--- src/rtl/hazard_ctrl_if.sv ---
// Pipeline-to-hazard-controller bundle: stage status in, stall/flush/halt controls out.
interface hazard_ctrl_if #(
  parameter int CNT_W = 16
);
  logic             d_valid;
  logic [4:0]       d_s_1;
  logic [4:0]       d_s_2;
  logic             x_valid;
  logic             x_is_load;
  logic [4:0]       x_tgt_1;
  logic [4:0]       x_tgt_2;
  logic             x_branch_taken;
  logic             m_busy;
  logic             wb_exc;
  logic             halt_req;
  logic             wake;
  logic             clr_count;

  logic             stall;
  logic             bubble_x;
  logic             flush;
  logic             halt;
  logic [2:0]       state_o;
  logic [CNT_W-1:0] stall_count;

  modport master (
    output d_valid, d_s_1, d_s_2, x_valid, x_is_load, x_tgt_1, x_tgt_2,
           x_branch_taken, m_busy, wb_exc, halt_req, wake, clr_count,
    input  stall, bubble_x, flush, halt, state_o, stall_count
  );

  modport slave (
    input  d_valid, d_s_1, d_s_2, x_valid, x_is_load, x_tgt_1, x_tgt_2,
           x_branch_taken, m_busy, wb_exc, halt_req, wake, clr_count,
    output stall, bubble_x, flush, halt, state_o, stall_count
  );
endinterface

--- src/rtl/hazard_ctrl.sv ---
// Stall/flush/halt sequencer for the 5-stage pipe with a saturating stall-cycle counter.
//   state    | meaning
//   RUN      | normal issue; load-use and memory-busy stalls, redirect entry
//   REDIRECT | flush held for FLUSH_CYCLES cycles after a branch/exception
//   HALTED   | pipe frozen until wake (or an exception redirects)
module hazard_ctrl #(
  parameter int FLUSH_CYCLES = 2,
  parameter int CNT_W        = 16
) (
  input  logic          clk,
  input  logic          rst_n,
  hazard_ctrl_if.slave  bus
);

  typedef enum logic [2:0] {
    RUN      = 3'd0,
    REDIRECT = 3'd1,
    HALTED   = 3'd2
  } state_t;

  localparam logic [2:0] RELOAD = 3'(FLUSH_CYCLES - 1);

  state_t           state_q, state_d;
  logic [2:0]       cnt_q, cnt_d;
  logic [CNT_W-1:0] count_q;
  logic             stall_c, bubble_c, flush_c, halt_c;
  logic             hit, load_use, redirect;

  assign hit = ((bus.x_tgt_1 != 5'd0) &&
                ((bus.x_tgt_1 == bus.d_s_1) || (bus.x_tgt_1 == bus.d_s_2))) ||
               ((bus.x_tgt_2 != 5'd0) &&
                ((bus.x_tgt_2 == bus.d_s_1) || (bus.x_tgt_2 == bus.d_s_2)));

  assign load_use = bus.d_valid && bus.x_valid && bus.x_is_load && hit;
  assign redirect = bus.wb_exc || bus.x_branch_taken;

  always_ff @(posedge clk or negedge rst_n) begin
    if (!rst_n) begin
      state_q <= RUN;
      cnt_q   <= 3'd0;
    end else begin
      state_q <= state_d;
      cnt_q   <= cnt_d;
    end
  end

  always_comb begin
    state_d  = state_q;
    cnt_d    = cnt_q;
    stall_c  = 1'b0;
    bubble_c = 1'b0;
    flush_c  = 1'b0;
    halt_c   = 1'b0;
    case (state_q)
      RUN: begin
        if (redirect) begin
          flush_c = 1'b1;
          if (FLUSH_CYCLES > 1) begin
            state_d = REDIRECT;
            cnt_d   = RELOAD;
          end
        end else if (bus.halt_req) begin
          state_d = HALTED;
        end else if (bus.m_busy) begin
          stall_c = 1'b1;
        end else if (load_use) begin
          stall_c  = 1'b1;
          bubble_c = 1'b1;
        end
      end
      REDIRECT: begin
        flush_c = 1'b1;
        if (redirect) begin
          cnt_d = RELOAD;
        end else if (bus.m_busy) begin
          stall_c = 1'b1;
        end else begin
          cnt_d = cnt_q - 3'd1;
          if (cnt_q <= 3'd1) state_d = RUN;
        end
      end
      HALTED: begin
        // An exception while parked behaves exactly like one taken from RUN.
        if (bus.wb_exc) begin
          flush_c = 1'b1;
          if (FLUSH_CYCLES > 1) begin
            state_d = REDIRECT;
            cnt_d   = RELOAD;
          end else begin
            state_d = RUN;
          end
        end else begin
          halt_c  = 1'b1;
          stall_c = 1'b1;
          if (bus.wake) state_d = RUN;
        end
      end
      default: begin
        state_d = RUN;
        cnt_d   = 3'd0;
      end
    endcase
  end

  always_ff @(posedge clk or negedge rst_n) begin
    if (!rst_n) begin
      count_q <= '0;
    end else if (bus.clr_count) begin
      count_q <= '0;
    end else if (stall_c && (count_q != {CNT_W{1'b1}})) begin
      count_q <= count_q + CNT_W'(1);
    end
  end

  // Gate with rst_n so controls drop the instant reset asserts, even with busy inputs.
  assign bus.stall       = rst_n & stall_c;
  assign bus.bubble_x    = rst_n & bubble_c;
  assign bus.flush       = rst_n & flush_c;
  assign bus.halt        = rst_n & halt_c;
  assign bus.state_o     = state_q;
  assign bus.stall_count = count_q;

endmodule

--- src/flat_wrapper.sv ---
// flat-port wrapper written by rule: the top's interface ports become plain ports
module hazard_ctrl_flat 
#(
  parameter int FLUSH_CYCLES = 2,
  parameter int CNT_W        = 16
)
  (clk, rst_n, bus_d_valid, bus_d_s_1, bus_d_s_2, bus_x_valid, bus_x_is_load, bus_x_tgt_1, bus_x_tgt_2, bus_x_branch_taken, bus_m_busy, bus_wb_exc, bus_halt_req, bus_wake, bus_clr_count, bus_stall, bus_bubble_x, bus_flush, bus_halt, bus_state_o, bus_stall_count);
  hazard_ctrl_if #(.CNT_W(CNT_W)) bus_i ();
  input  logic clk;
  input  logic rst_n;
  input wire logic [$bits(bus_i.d_valid)-1:0] bus_d_valid;
  input wire logic [$bits(bus_i.d_s_1)-1:0] bus_d_s_1;
  input wire logic [$bits(bus_i.d_s_2)-1:0] bus_d_s_2;
  input wire logic [$bits(bus_i.x_valid)-1:0] bus_x_valid;
  input wire logic [$bits(bus_i.x_is_load)-1:0] bus_x_is_load;
  input wire logic [$bits(bus_i.x_tgt_1)-1:0] bus_x_tgt_1;
  input wire logic [$bits(bus_i.x_tgt_2)-1:0] bus_x_tgt_2;
  input wire logic [$bits(bus_i.x_branch_taken)-1:0] bus_x_branch_taken;
  input wire logic [$bits(bus_i.m_busy)-1:0] bus_m_busy;
  input wire logic [$bits(bus_i.wb_exc)-1:0] bus_wb_exc;
  input wire logic [$bits(bus_i.halt_req)-1:0] bus_halt_req;
  input wire logic [$bits(bus_i.wake)-1:0] bus_wake;
  input wire logic [$bits(bus_i.clr_count)-1:0] bus_clr_count;
  output wire logic [$bits(bus_i.stall)-1:0] bus_stall;
  output wire logic [$bits(bus_i.bubble_x)-1:0] bus_bubble_x;
  output wire logic [$bits(bus_i.flush)-1:0] bus_flush;
  output wire logic [$bits(bus_i.halt)-1:0] bus_halt;
  output wire logic [$bits(bus_i.state_o)-1:0] bus_state_o;
  output wire logic [$bits(bus_i.stall_count)-1:0] bus_stall_count;
  assign bus_i.d_valid = bus_d_valid;
  assign bus_i.d_s_1 = bus_d_s_1;
  assign bus_i.d_s_2 = bus_d_s_2;
  assign bus_i.x_valid = bus_x_valid;
  assign bus_i.x_is_load = bus_x_is_load;
  assign bus_i.x_tgt_1 = bus_x_tgt_1;
  assign bus_i.x_tgt_2 = bus_x_tgt_2;
  assign bus_i.x_branch_taken = bus_x_branch_taken;
  assign bus_i.m_busy = bus_m_busy;
  assign bus_i.wb_exc = bus_wb_exc;
  assign bus_i.halt_req = bus_halt_req;
  assign bus_i.wake = bus_wake;
  assign bus_i.clr_count = bus_clr_count;
  assign bus_stall = bus_i.stall;
  assign bus_bubble_x = bus_i.bubble_x;
  assign bus_flush = bus_i.flush;
  assign bus_halt = bus_i.halt;
  assign bus_state_o = bus_i.state_o;
  assign bus_stall_count = bus_i.stall_count;
  hazard_ctrl #(.FLUSH_CYCLES(FLUSH_CYCLES), .CNT_W(CNT_W)) u_core (.clk(clk), .rst_n(rst_n), .bus(bus_i));
endmodule
--- config.mk ---
export PLATFORM = sky130hd
export DESIGN_NAME = hazard_ctrl_flat
export DESIGN_NICKNAME = d
export VERILOG_FILES = /design/src/rtl/hazard_ctrl_if.sv /design/src/rtl/hazard_ctrl.sv /design/src/flat_wrapper.sv
export SDC_FILE = /design/constraint.sdc
export NUM_CORES = 1
export LEC_CHECK = 0
export BUFFER_PORTS_ARGS = -buffer_cell sky130_fd_sc_hd__buf_2
export CAP_MARGIN = 20
export CORE_ASPECT_RATIO = 1.2
export CORE_MARGIN = 8
export CORE_UTILIZATION = 54
export DETAILED_ROUTE_END_ITERATION = 7
export PLACE_DENSITY = 0.85
export RECOVER_POWER = 25
export SLEW_MARGIN = 30
export SYNTH_ARGS = -nofsm -noshare
export SYNTH_HDL_FRONTEND = slang
export SYNTH_SLANG_ARGS = --single-unit
--- constraint.sdc ---
create_clock -name clk -period 3.6 [get_ports clk]
set_clock_uncertainty 0.05 [all_clocks]
set_input_delay 0.36 -clock clk [delete_from_list [all_inputs] [get_ports clk]]
set_output_delay 0.36 -clock clk [all_outputs]
set_load 0.01 [all_outputs]
==> results of run 1 <==
==> layer usage <==
metal | up-vias | GRT usage [%] | part of all wire (%)
li1 | 773 | - | -
met1 | 762 | 19.4 | 43
met2 | 48 | 28.7 | 49
met3 | 6 | 4.41 | 6.1
met4 | 0 | 5.58 | 1.2
met5 | - | 0 | 0
==> worst max path at each step <==
stage	startpoint	to	slack, ns	depth (start not counted)
after floorplan	bus_x_tgt_1[0]	bus_stall	1.56	7
after global placement	bus_x_tgt_1[0]	bus_stall	0.98	7
after detailed placement	bus_x_tgt_1[0]	bus_stall	0.97	7
after CTS	bus_x_tgt_1[0]	bus_stall	0.96	7
after global routing	rst_n	bus_bubble_x	0.64	4
final	rst_n	bus_bubble_x	0.86	4
==> critical path: stages <==
cell           delay (ns)
dlygate4sd3_1        0.52
clkbuf_1             0.93
and4b_1              0.36
buf_2                0.15
==> synth_stat cells (2+ instances only) <==
library cell and instances:
nor2b_1 5, or3_1 3, mux2_1 3, ha_1 3, a21oi_1 13, dfrtp_1 21, nor4b_2 3, xor2_1 16
or4_1 9, o31ai_1 8, o21ai_0 6, clkbuf_1 2, xnor2_1 5, and3_1 3, inv_1 5, nand4_1 4
nor2_1 14, buf_4 4, nand3_1 5, nor3_1 10, a32oi_1 3, a31oi_1 2, nand2_1 12
==> report_power, final <==
part | total, mW | switching (mW) | leakage [nW] | internal (mW)
clock | 0.117 | 0.0755 | 0.0177 | 0.0416
sequential | 0.245 | 0.00554 | 0.284 | 0.239
combinational | 0.0922 | 0.0515 | 0.549 | 0.0406
total | 0.454 | 0.133 | 0.851 | 0.321
==> cell type report <==
class | count | area [µm²]
clock inverter | 1 | 5.00
fill | 249 | 920
sequential | 21 | 526
clock buffer | 3 | 22.5
inverter | 6 | 22.5
tap | 34 | 42.5
timing repair buffer | 55 | 284
multi-input combinational | 146 | 990
==> logic make-up (layout without fill, tap and decap cells) <==
| logic type | after synthesis | count (layout) |
|---|---|---|
| other cells | 1 | 1 |
| compound gates | 40 | 40 |
| mux | 3 | 3 |
| fa+ha+maj | 3 | 3 |
| simple gates | 78 | 78 |
| xor+xnor | 21 | 21 |
| flops | 21 | 21 |
| buf+inv | 14 | 65 |
==> flip-flops by register name, indices dropped and copies added, names as in the netlist <==
name / cells
u_core.bus.stall_count: 16
u_core.bus.state_o: 2
u_core.cnt_q: 3
==> metrics by stage <==
stage	area [µm²]	setup slack, ns	power [mW]	std cells
finish	1890	0.859	0.454	266
CTS	1890	0.957	0.458	266
global route	1890	0.639	0.481	266
global placement	1860	0.976	0.339	261
detailed placement	1860	0.970	0.341	261
floorplan	1590	1.56	0.300	181
==> timing repair <==
item,CTS,global route
buffers inserted,0,0
hold endpoints to repair,21,0
hold buffers,1,0
==> out/qor.yml, run 1 <==
yosys:
  synth_simple_gate_area_share_pct: 29.3
  syn-num-nets: 215
  synth-edff-count: 0
  synth_cell_types: 45
  synth_top_family_by_area: "simple AND/OR/NAND/NOR gates"
  synth_compound_area_share_pct: 16.7
  synth_flop_cell: "dfrtp_1"
  ys_warn_count: 0
  syn_inst: 181
  yosysTopAreaCell: "dfrtp_1"
  syn_area_um2: 1590
  synthAdderAreaFrac_pct: 2.36
  seq_area_frac_synth_pct: 33.0
  ys_async_sr_fraction_pct: 100
  synthTopCellsByArea: "dfrtp_1 (33%), xor2_1 (8.8%), or4_1 (4.2%)"
  ys_ff_latch: 21
  synth_top_area_share_pct: 33.0
  synth_xor_area_share_pct: 11.6
  synthMuxAreaShare_pct: 2.12
  synth_area_per_cell_um2: 8.79
sta:
  slew-limit-headroom_pct: 15.3
  slew_viol_final: 0
  hold_ws_ns: 0.242
  finalHoldViolations: 0
  max_freq_mhz: 365
  worst_slew_pin_slew_ns: 1.27
  fin_tns_setup_ns: 0
  min_period_ns: 2.74
  setup_viol: 0
  rsz0062_at_grt: "false"
  finalCritPeriodShare_pct: 76.2
worst_setup_path:
  crit_required_ns: 3.19
  reg2reg_from: "u_core.bus.stall_count[3]"
  r2r-end: "u_core.bus.stall_count[8]"
  worstPathArrival_ns: 2.33
  worstSetupPathType: "in -> out"
  cp-start-kind: "primary input"
  r2r_cells: 6
  cp-end-kind: "output port"
  cp_max_fo: 25
  r2r_slack_ns: 1.24
placed_design:
  port_buffers: 52
  place_hpwl_mm: 3.06
  gp_congestion: 0.873
floorplan:
  die_area_um2: 4940
  coreArea_um2: 2810
  io_pins: 54
  die_w_um: 65.5
  start_util_pct: 56.6
  die_y_um: 75.4
  num_rows: 21
flow_run:
  cap_violations: 0
route:
  dr.pass1.iters: 4
  wl_mm: 3.89
  antenna_left: 0
  via_per_inst: 5.97
  vias: 1589
  drt_iter0_drc: 81
  avgRoutedWirePerCell_um: 14.6
  drc: 0
cells_and_area:
  diodes: 0
  final_util_pct: 67.3
  syn2layout_area_growth_pct: 19.0
  final_cell_mix: "buf_2 (51), dfrtp_1 (21), xor2_1 (16)"
  drive_gt1_share_pct: 28.9
  fin_nets: 267
  mostFrequentLayoutCell: "buf_2"
clock_network:
  postCtsResizedCells: 0
  clk_latency_ns: 0.31
  clock_sinks: 21
  clkTransAtPathRegs_ns: 0.12
  cts_root_buf: "clkbuf_4"
  cts_made_buffers: 3
  cts_buffer_depth: 2
  cts_tree: "done"
  htreeDepth: 1
power:
  power.density_nw_per_um2: 240
  vdd_ir_drop_max_uv: 290
  p_leak_nw: 0.851
global_route:
  grt_util_all_layers_pct: 16.6
  grt_overflow: 0
  grt_pass1_vias: 1568
  grt_pass1_wl_mm: 6.69
  grt_max_degree: 26
  antenna_found_initial: 0
worst_hold_path:
  holdPathEnd: "u_core.bus.state_o[1]"
  hold_depth: 2
  hp-class: "in -> reg"
  min_from: "bus_wb_exc"
outcome:
  status: "finished clean"
Power figures use the tool's default switching activity.
==> inputs of run 2 (changes only) <==
- ABC_AREA: default -> 1
- CORE_UTILIZATION: 54 -> 52
- PLACE_DENSITY: 0.85 -> 0.8
- clock period: 3.6 -> 2.65 ns (I/O delays scaled with it)
==> run 2 against run 1 <==
Final area up 13%. Clock power up 85%. Global-route usage down 0.61 points. Sequential power up 51%. Via count up 21%. Sequential share of layout area down 3.2 points. Register-to-register slack worse by 0.53 ns. Routed wire length up 16%. Synthesized cell count up 57%. Flip-flop and latch count unchanged. Largest cell class unchanged.
==> out/qor.yml, run 2 <==
sta:
  max_freq_mhz: 488
  setup_viol: 0
  finalCritPeriodShare_pct: 77.4
  layout_setup_ws_ns: 0.600
  rsz0062_at_grt: "false"
  worst_slew_pin_slew_ns: 0.897
  finalHoldViolations: 0
  slew-limit-headroom_pct: 40.1
  slew_viol_final: 0
  min_period_ns: 2.05
  fin_tns_setup_ns: 0
route:
  via_per_inst: 5.17
  antenna_left: 0
  dr.pass1.iters: 4
  drc: 0
  drt_iter0_drc: 102
  avgRoutedWirePerCell_um: 12.2
  wl_mm: 4.51
  vias: 1917
clock_network:
  postCtsResizedCells: 0
  cts_made_buffers: 3
  cts_tree: "done"
  clkTransAtPathRegs_ns: 0.08
  cts_buffer_depth: 2
  postCtsSetupBuffers: 0
  postCtsHoldBufs: 1
  clk_latency_ns: 0.27
  cts_root_buf: "clkbuf_8"
  clock_sinks: 21
  htreeDepth: 1
placed_design:
  gp_congestion: 0.851
  place_hpwl_mm: 3.49
  port_buffers: 52
  place_ws_ns: 0.742
yosys:
  synth-edff-count: 0
  ys_ff_latch: 21
  synth_area_per_cell_um2: 6.41
  synth_flop_cell: "dfrtp_1"
  synth_most_common_cell: "nand2_1"
  ys_warn_count: 0
  synth_cell_types: 28
  seq_area_frac_synth_pct: 28.8
  synth_top_area_share_pct: 28.8
  syn_inst: 284
  ys_async_sr_fraction_pct: 100
  yosysTopAreaCell: "dfrtp_1"
  synthTopCellsByArea: "dfrtp_1 (29%), nand2_1 (18%), inv_1 (8.7%)"
  yosys-top-cells-count: "nand2_1 (85), inv_1 (42), nand3_1 (26)"
  syn_area_um2: 1820
  syn-num-nets: 318
outcome:
  status: "finished clean"
worst_setup_path:
  cp-end-kind: "output port"
  cp_max_fo: 24
  cp-start-kind: "primary input"
  worstPathArrival_ns: 1.74
  worstPathCellList: "dlygate4sd3_1, buf_2, nand2_1, a21oi_1, buf_2"
  worst-path-buf-inv: 3
  crit_required_ns: 2.34
  r2r-end: "u_core.bus.stall_count[12]"
  path_delay_family: "buffers and inverters"
  cp_common_cell: "buf_2"
  r2r_slack_ns: 0.71
  r2r_cells: 7
  critPathSlowestCell: "dlygate4sd3_1"
  reg2reg_from: "u_core.bus.stall_count[0]"
  max_stage_delay_ns: 0.55
  worstSetupPathType: "in -> out"
power:
  swShare_pct: 36.7
  combPwrFrac_pct: 32.8
  power_frac_clock_pct: 24.8
  total_power_mw: 0.876
  p_sw_mw: 0.322
  p_leak_nw: 1.29
  p_int_mw: 0.554
  seqPwrFrac_pct: 42.4
  power.density_nw_per_um2: 409
  vdd_ir_drop_max_uv: 349
floorplan:
  coreArea_um2: 3340
  start_util_pct: 54.6
  die_area_um2: 5660
  die_y_um: 80.8
  die_w_um: 70.0
  num_rows: 23
  io_pins: 54
global_route:
  antenna_found_initial: 0
  grt_overflow: 0
  grt_max_degree: 33
  grt_util_all_layers_pct: 16.0
  grt_pass1_wl_mm: 7.76
  grt_pass1_vias: 1828
cells_and_area:
  fin_nets: 369
  final_cell_mix: "nand2_1 (85), buf_2 (52), inv_1 (42)"
  largest_reg_flops: 16
  syn2layout_area_growth_pct: 17.5
  diodes: 0
  drive_gt1_share_pct: 20.1
  mostFrequentLayoutCell: "nand2_1"
worst_hold_path:
  hp-class: "in -> reg"
  min_from: "bus_wake"
  holdPathEnd: "u_core.bus.state_o[1]"
  hold_depth: 3
flow_run:
  cap_violations: 0
## run 2: changes by cell type after synthesis, moves of 9 or more
cell and change:
or4_1 -9, nor2_1 +10, a21oi_1 -9, nand4_1 +16
nand3_1 +21, inv_1 +37, nand2_1 +73
## run 2: how the worst max path moves through the flow
stage	start	depth (start not counted)	slack (ns)	endpoint
final	rst_n	5	0.60	bus_flush
after global routing	rst_n	5	0.44	bus_flush
after CTS	rst_n	5	0.62	bus_flush
after detailed placement	u_core.bus.stall_count[0]	7	0.74	u_core.bus.stall_count[12]
after global placement	u_core.bus.stall_count[0]	7	0.83	u_core.bus.stall_count[2]
after floorplan	u_core.bus.stall_count[0]	7	0.95	u_core.bus.stall_count[10]
## run 2: metal layers
layer	part of all wire, %	track usage (%)	vias to the layer above
li1	-	-	1008
met1	44	17.7	856
met2	48	28.5	46
met3	6.3	4.51	7
met4	1.9	6.24	0
met5	0	0	-
## run 2: cell type report
cell class              instances  area (µm²)
well taps                      37        46.3
multi-input cells             210        1080
inverters                      46         173
repair buffers                 53         270
flip-flops and latches         21         526
clock buffers                   3        41.3
fillers                       329        1200
clock inverters                 1        5.00
## run 2: power groups by stage
stage | clock network (mW) | registers, mW | logic [mW]
2_1_floorplan | 0 | 0.380 | 0.196
3_3_place_gp | 0 | 0.378 | 0.285
3_5_place_dp | 0 | 0.378 | 0.288
4_1_cts | 0.221 | 0.372 | 0.291
5_1_grt | 0.234 | 0.376 | 0.326
6_report | 0.217 | 0.371 | 0.287
## run 2: logic make-up after synthesis
group | count (synthesis) | share of synthesized area, %
other | 1 | 0.206
DFF | 21 | 28.8
xor gates and xnor gates | 20 | 9.62
AOI/OAI and AO/OA | 10 | 3.30
buffers and inverters | 53 | 11.9
and+or+nand+nor | 176 | 44.1
adders and majority gates | 3 | 2.06
## run 2: stage by stage
| step | hold slack, ns | std cells | cell area [µm²] | util (%) |
|---|---|---|---|---|
| 6_report | 0.243 | 371 | 2140 | 64.1 |
| 5_1_grt | 0.271 | 371 | 2140 | 64.1 |
| 4_1_cts | 0.246 | 371 | 2140 | 64.1 |
| 3_5_place_dp | 0.223 | 366 | 2080 | 62.4 |
| 3_3_place_gp | 0.215 | 366 | 2080 | 62.4 |
| 2_1_floorplan | -0.0806 | 284 | 1820 | - |
## run 2: worst min-delay path: stages
cell and delay, ns:
buf_2 0.07, or2_2 0.10, o21ai_0 0.08
==> inputs of run 3 (changes only) <==
- clock period: 2.65 -> 1.9 ns (I/O delays scaled with it)
==> run 3 against run 2 <==
Clock-buffer cell count did not move. Die area unchanged. Combinational power grew 49%. Critical endpoint is now bus_stall. Power is 42% higher. Flip-flop and latch count unchanged.
==> out/qor.yml, run 3 (same netlist as run 2, synthesis figures left out) <==
worst_setup_path:
  critPathSlowestCell: "dfrtp_2"
  cp_max_fo: 6
  worstSetupPathType: "reg -> out"
  crit_required_ns: 1.66
  r2r_slack_ns: 0.15
  worstPathCellList: "inv_1, nand3_1, nor2_1, nand2_2, a21oi_1, buf_2"
  max_stage_delay_ns: 0.44
  cp-end-kind: "output port"
  worstPathArrival_ns: 1.58
  cp-start-kind: "flop"
clock_network:
  clk_latency_ns: 0.26
  cts_buffer_depth: 2
  clock_sinks: 21
  clkTransAtPathRegs_ns: 0.07
  htreeDepth: 1
  cts_tree: "done"
  cts_made_buffers: 3
  cts_root_buf: "clkbuf_8"
power:
  swShare_pct: 36.6
  vdd_ir_drop_max_uv: 375
  p_sw_mw: 0.454
  power.density_nw_per_um2: 563
  p_int_mw: 0.787
  p_leak_nw: 1.33
  power_frac_clock_pct: 23.7
  combPwrFrac_pct: 34.6
  seqPwrFrac_pct: 41.7
  total_power_mw: 1.24
global_route:
  grt_max_degree: 33
  grt_util_all_layers_pct: 16.9
  grt_pass1_wl_mm: 8.21
  grt_overflow: 0
  antenna_found_initial: 0
  grt_pass1_vias: 1894
floorplan:
  die_y_um: 80.8
  die_area_um2: 5660
  die_w_um: 70.0
  io_pins: 54
  num_rows: 23
  coreArea_um2: 3340
  start_util_pct: 54.6
cells_and_area:
  final_cell_mix: "nand2_1 (85), buf_2 (52), inv_1 (42)"
  diodes: 0
  syn2layout_area_growth_pct: 20.9
  drive_gt1_share_pct: 22.5
  fin_nets: 377
  nFillCells: 324
  largest_reg_flops: 16
  mostFrequentLayoutCell: "nand2_1"
route:
  drt_iter0_drc: 71
  vias: 1978
  wl_mm: 4.70
  avgRoutedWirePerCell_um: 12.4
  antenna_left: 0
  via_per_inst: 5.22
  dr.pass1.iters: 4
  drc: 0
worst_hold_path:
  hp-class: "in -> reg"
sta:
  finalCritPeriodShare_pct: 95.6
  min_period_ns: 1.82
  max_freq_mhz: 550
  fin_tns_setup_ns: 0
  rsz0062_at_grt: "true"
  setup_viol: 0
  slew-limit-headroom_pct: 26.9
  worst_slew_pin_slew_ns: 1.10
  slew_viol_final: 0
  finalHoldViolations: 0
  hold_ws_ns: 0.176
placed_design:
  gp_congestion: 0.872
  port_buffers: 52
  place_hpwl_mm: 3.66
outcome:
  status: "finished clean"
flow_run:
  cap_violations: 0
==> run 3: cell count changes in the layout (fill, tap and decap cells not counted), sizes merged <==
cell    change
clkbuf      +1
buf         +7
==> run 3: area by class of cell <==
class | count | area, µm² | share of cell area (%)
clock buffers | 3 | 41.3 | 1.87
repair buffers | 61 | 327 | 14.8
well taps | 37 | 46.3 | 2.10
inverters | 46 | 173 | 7.84
multi-input cells | 210 | 1080 | 49.2
flip-flops and latches | 21 | 527 | 23.9
clock inverters | 1 | 5.00 | 0.227
==> run 3: what timing repair did <==
item / 4_1_cts / 5_1_grt
resized for setup: 0 / 3
endpoints found under the hold margin: 21 / 0
buffers inserted: 0 / 0
endpoints found under the setup margin: 0 / 8
hold buffers: 1 / 0
==> run 3: critical path: cells and delay by family (launching register included) <==
family                 cells  cell delay, ns
flip-flops                 1            0.44
buffers and inverters      2            0.27
AND/OR/NAND/NOR            3            0.47
AO/OA/AOI/OAI              1            0.13
==> run 3: power by group through the flow <==
stage | Clock, mW | Combinational (mW) | Sequential [mW]
CTS | 0.301 | 0.427 | 0.513
detailed placement | 0 | 0.423 | 0.521
global route | 0.320 | 0.491 | 0.524
floorplan | 0 | 0.274 | 0.530
finish | 0.294 | 0.429 | 0.518
global placement | 0 | 0.413 | 0.522
==> run 3: final timing paths <==
path,from,end,cells past startpoint
worst max-delay path,u_core.bus.state_o[0],bus_stall,6
worst min-delay path,bus_wake,u_core.bus.state_o[1],3
worst max register to register,u_core.bus.stall_count[1],u_core.bus.stall_count[12],7
worst min register to register,u_core.cnt_q[1],u_core.cnt_q[1],2
min in group asynchronous,rst_n,u_core.bus.state_o[1],3
max in group asynchronous,rst_n,u_core.bus.state_o[0],3
==> run 3: through the flow <==
| stage | std cells | util (%) | setup slack [ns] | area [µm²] |
|---|---|---|---|---|
| after floorplan | 284 | - | 0.198 | 1820 |
| after global placement | 374 | 64.2 | 0.246 | 2140 |
| after detailed placement | 374 | 64.2 | 0.164 | 2140 |
| after CTS | 379 | 65.9 | 0.0665 | 2200 |
| after global routing | 379 | 66.0 | -0.0335 | 2200 |
| final | 379 | 66.0 | 0.0833 | 2200 |
==> run 3: metal layers <==
metal,vias to the layer above,part of all wire (%),GRT usage (%)
li1,1024,-,-
met1,902,43,18.8
met2,45,51,31.7
met3,7,4.6,3.29
met4,0,1.4,5.43
met5,-,0,0
